$ cat src/rtl/multi_change_detector.sv
// multi_change_detector: per-channel off/any/increase/decrease event detector with pulse, sticky flag, saturating count and masked irq; CHG_DET_HOLDOFF_EN adds per-channel post-event holdoff
module multi_change_detector #(
  parameter int NUM_CH  = 4,
  parameter int WIDTH   = 8,
  parameter int CNT_W   = 8,
  parameter int HOLDOFF = 4
) (
  input  logic                    clk,
  input  logic                    rst_n,
  input  logic                    en,
  input  logic [NUM_CH*WIDTH-1:0] sig,
  input  logic [2*NUM_CH-1:0]     mode,
  input  logic [NUM_CH-1:0]       clr,
  input  logic [NUM_CH-1:0]       irq_mask,
  output logic [NUM_CH-1:0]       pulse,
  output logic [NUM_CH-1:0]       flag,
  output logic [NUM_CH*CNT_W-1:0] count,
  output logic                    irq
);
  logic [NUM_CH*WIDTH-1:0] prev;
  logic [NUM_CH-1:0] prev_valid, hit, evt;
  for (genvar c = 0; c < NUM_CH; c++) begin : g_ch
    logic [WIDTH-1:0] s, p;
    logic [1:0] m;
    logic [CNT_W-1:0] cnt;
    assign s = sig[c*WIDTH +: WIDTH];
    assign p = prev[c*WIDTH +: WIDTH];
    assign m = mode[2*c +: 2];
    assign hit[c] = prev_valid[c] && en &&
                    (m == 2'b01 ? s != p : m == 2'b10 ? s > p : m == 2'b11 ? s < p : 1'b0);
`ifdef CHG_DET_HOLDOFF_EN
    localparam int HW = $clog2(HOLDOFF + 1);
    logic [HW-1:0] hold;
    assign evt[c] = hit[c] && hold == '0;
    always_ff @(posedge clk or negedge rst_n)
      if (!rst_n) hold <= '0;
      else if (evt[c]) hold <= HW'(HOLDOFF);
      else if (clr[c]) hold <= '0;
      else if (hold != '0) hold <= hold - 1'b1;
`else
    assign evt[c] = hit[c];
`endif
    always_ff @(posedge clk or negedge rst_n)
      if (!rst_n) cnt <= '0;
      else if (evt[c]) cnt <= clr[c] ? CNT_W'(1) : cnt + CNT_W'(cnt != '1);
      else if (clr[c]) cnt <= '0;
    assign count[c*CNT_W +: CNT_W] = cnt;
  end
  always_ff @(posedge clk or negedge rst_n)
    if (!rst_n) begin
      prev       <= '0;
      prev_valid <= '0;
      pulse      <= '0;
      flag       <= '0;
    end else begin
      prev       <= sig;
      prev_valid <= '1;
      pulse      <= evt;
      flag       <= evt | (flag & ~clr);
    end
  assign irq = |(flag & irq_mask);
endmodule

$ cat config.mk
export PLATFORM = sky130hd
export DESIGN_NAME = multi_change_detector
export DESIGN_NICKNAME = d
export VERILOG_FILES = /design/src/rtl/multi_change_detector.sv
export SDC_FILE = /design/constraint.sdc
export NUM_CORES = 1
export LEC_CHECK = 0
export ABC_AREA = 1
export BUFFER_PORTS_ARGS = -buffer_cell sky130_fd_sc_hd__buf_2
export CORE_MARGIN = 1
export CORE_UTILIZATION = 45
export CTS_CLUSTER_SIZE = 8
export DETAILED_ROUTE_END_ITERATION = 12
export GPL_ROUTABILITY_DRIVEN = 0
export HOLD_SLACK_MARGIN = 0.08
export PLACE_DENSITY = 0.76
export SLEW_MARGIN = 0
export SYNTH_ARGS = -nofsm -noshare
export SYNTH_HDL_FRONTEND = slang
export SYNTH_SLANG_ARGS = --single-unit
$ cat constraint.sdc
create_clock -name clk -period 5.3 [get_ports clk]
set_input_delay 0 -clock clk [delete_from_list [all_inputs] [get_ports clk]]
set_output_delay 0 -clock clk [all_outputs]
set_load 0.05 [all_outputs]
==> summary.md <==
| Metric | Value |
|---|---|
| Worst-skew pair later-pin latency | 0.34 ns |
| TritonCTS clock tree | done |
| Pwr dens | 232.2 nW/um2 |
| Min-delay worst type | in2reg |
| Placed insts | 722 |
| Synth Net Count | 600 |
| DRT antenna net count | 0 |
| WL final | 9.399 mm |
| DRT iter0 DRCs | 188 |
| Syn Area/Cell | 8.478 um2 |
| Max_slew headroom | 36.92% |
| # resized after CTS | 0 |
| Nets | 732 |
| Worst EP required | 5.53 ns |
| Fmax achieved | 531.6 MHz |
| Max Slew Vio Count | 0 |
| Worst-Margin Slew | 0.9463 ns |
| Mapped Cells | 509 |
| IO Port Bufs | 91 |
| # Post-CTS Setup Buffers | 0 |
| Fin crit share | 35.49% |
| Crit end category | flop |
| DRC errors left | 0 |
| Mapped cell area | 4315 um2 |
| Die Width | 99.93 um |
| Tmin final | 1.881 ns |
| Total power | 1.272 mW |
| Crit-path slowest cell | dfrtp_1 |
| Antenna cells | 0 |
| Gr usage total | 20.18% |
| Peak VDD IR | 0.1375 mV |
| Worst-path fanout max | 6 |
| CP Launch Type | flop |
| Leakage | 3.001 nW |
| Sequential share of power | 46.3% |
| Worst Skew | 0.007484 ns |
| CTS root buf | clkbuf_8 |
| Setup CP Type | reg2reg |
| Initial core utilization | 46.48% |
| Most used cell, CP | nand2_1 |
| Layout cells sized above 1 | 22.60% |
| Clk pwr share | 35.0% |
| Unrepaired setup endpoints after global routing | no |
| Layout area overhead | 26.94% |
| Seq/Total Area, Yosys | 42.33% |
| Internal power component | 0.8933 mW |
| H-tree levels | 3 |
| Status | finished clean |
| GRT overflow | 0 |
| Crit path buf inv count | 1 |
| Sw power | 0.3787 mW |
| Setup TNS Final | 0 ns |
| Final Hold Viols | 0 |
| Num CTS Buffers | 9 |
| Die span in y | 99.93 um |
| Vias in the first global route | 3,799 |
| Synth unique cells | 25 |
| Final cell count without fillers | 775 |
| CP cell instances | nand2_1 -> nor2_1 -> nand4_1 -> ha_1 -> ha_1 -> nand2_1 -> inv_1 -> nand2_1 -> xor2_1 -> nor2_1 -> nand4_1 -> nand2_1 |
| Post-detailed-route wirelength per cell | 12.13 um |
| Antenna violations before repair | 0 |
| DR vias/cell | 4.952 |
| Final setup fails | 0 |
| Max cap viols | 0 |
| Sw Share | 29.77% |
| Yosys warning total | 0 |
| Core Box Area | 9284 um2 |
| Die footprint | 9985 um2 |
| Drt pass-1 iters | 4 |
| Combinational power share | 18.7% |
| First-pass GRT wire length | 16.24 mm |
| Crit-path max cell delay | 0.46 ns |
| Clock Path Buffers | 2 |
| Cell area after layout | 5478 um2 |
| # IOs | 92 |
| Vias post-DR | 3,838 |
| Critical path arrival | 2.11 ns |
| Post-DP HPWL | 6.412 mm |
| # rows | 35 |
| Clock transition at the registers of the reported paths | 0.08 ns |
| Sink Count | 73 |
| Crit path max-delay family | simple AND/OR/NAND/NOR gates |
| DP Area | 4903 um2 |
| Largest net degree at the start of global routing | 74 |
| #FFs+latches synth | 73 |
-- per-layer routing --
metal | global-route usage (%) | up-vias | wire [um]
met5 | 0 | - | 0
met4 | 6.787 | 0 | 79
met3 | 4.596 | 8 | 495
met2 | 34.75 | 115 | 4568
met1 | 24.97 | 1794 | 4255
li1 | - | 1921 | -
-- cell families after synthesis --
group | after synthesis | share of synthesized area, %
simple gates | 282 | 33.14
buf+inv | 81 | 7.161
flops | 73 | 42.33
fa+ha+maj | 40 | 11.60
compound gates | 16 | 2.435
xor+xnor | 16 | 3.247
other cells | 1 | 0.08690
-- cells in the mapped netlist, drive strengths merged --
master,number,share of area [%]
a21o,4,0.70
a21oi,8,0.93
buf,4,0.46
clkbuf,3,0.26
clkinv,4,0.35
conb,1,0.087
dfrtp,73,42
ha,40,12
inv,70,6.1
nand2,129,13
nand3,51,7.8
nand4,41,5.9
nor2,55,5.6
nor3,3,0.35
nor3b,3,0.52
o21ai,4,0.81
xnor2,6,1.2
xor2,10,2.0
-- power by group through the flow --
stage / clock [mW] / sequential (mW) / combinational (mW)
CTS: 0.464 / 0.589 / 0.240
detailed placement: 0 / 0.600 / 0.219
floorplan: 0 / 0.629 / 0.118
finish: 0.445 / 0.589 / 0.238
global placement: 0 / 0.600 / 0.212
global route: 0.485 / 0.592 / 0.268
-- state kept, by name (all words and copies together) (netlist names) --
name and count:
flag 4, prev_valid 1, g_ch.cnt 32, prev 32
pulse 4
-- final timing paths --
check	end	cells after the start	slack [ns]	startpoint
hold reg to reg	flag[2]	2	0.52	flag[2]
max in group asynchronous	flag[2]	2	4.33	rst_n
setup / recovery	g_ch[3].cnt[4]	12	3.42	g_ch[3].cnt[3]
min in group asynchronous	pulse[2]	2	0.34	rst_n
hold / removal	g_ch[2].cnt[4]	5	0.12	mode[4]
setup reg to reg	g_ch[3].cnt[4]	12	3.42	g_ch[3].cnt[3]
-- tightest hold or removal path, cell delays in order --
cell and delay, ns:
buf_2 0.11, inv_1 0.08, nand2_4 0.10, nand4_1 0.08, nand2_1 0.05
-- layout by cell type (no fill, tap or decap) --
cell type,instances
xnor2_1,6
nand3_1,41
nand3_2,6
nand2_4,8
xor2_1,10
a21o_1,4
nor2_1,45
bufinv_16,1
nor2_2,8
o21ai_2,4
inv_1,69
buf_2,90
nand3_4,4
inv_2,1
nor3_1,3
clkbuf_8,10
nand4_1,41
nor3b_1,3
a21oi_1,8
dfrtp_1,73
clkinv_2,1
conb_1,1
nor2_4,2
clkinvlp_4,3
ha_1,40
dlygate4sd3_1,37
nand2_2,6
buf_4,1
inv_6,1
nand2_1,115
clkinv_1,4
-- through the flow --
stage	utilization (%)	hold slack, ns	setup WS (ns)
4_1_cts	59.00	0.09162	3.419
5_1_grt	59.00	0.1251	3.243
3_3_place_gp	52.82	0.1231	3.549
2_1_floorplan	-	-0.2956	3.225
6_report	59.00	0.1205	3.419
3_5_place_dp	52.82	0.1253	3.438
-- area by class of cell --
type	count	area, um2
fillers	833	3806
multi-input cells	355	2180
flip-flops and latches	73	1827
repair buffers	128	828.3
inverters	74	277.8
well taps	129	161.4
clock buffers	10	137.6
clock inverters	6	66.31
-- repair_timing --
item,in CTS,in global routing
setup endpoints to repair,0,0
hold endpoints to repair,136,0
hold buffers,37,0
(Power assumes the default switching activity.)
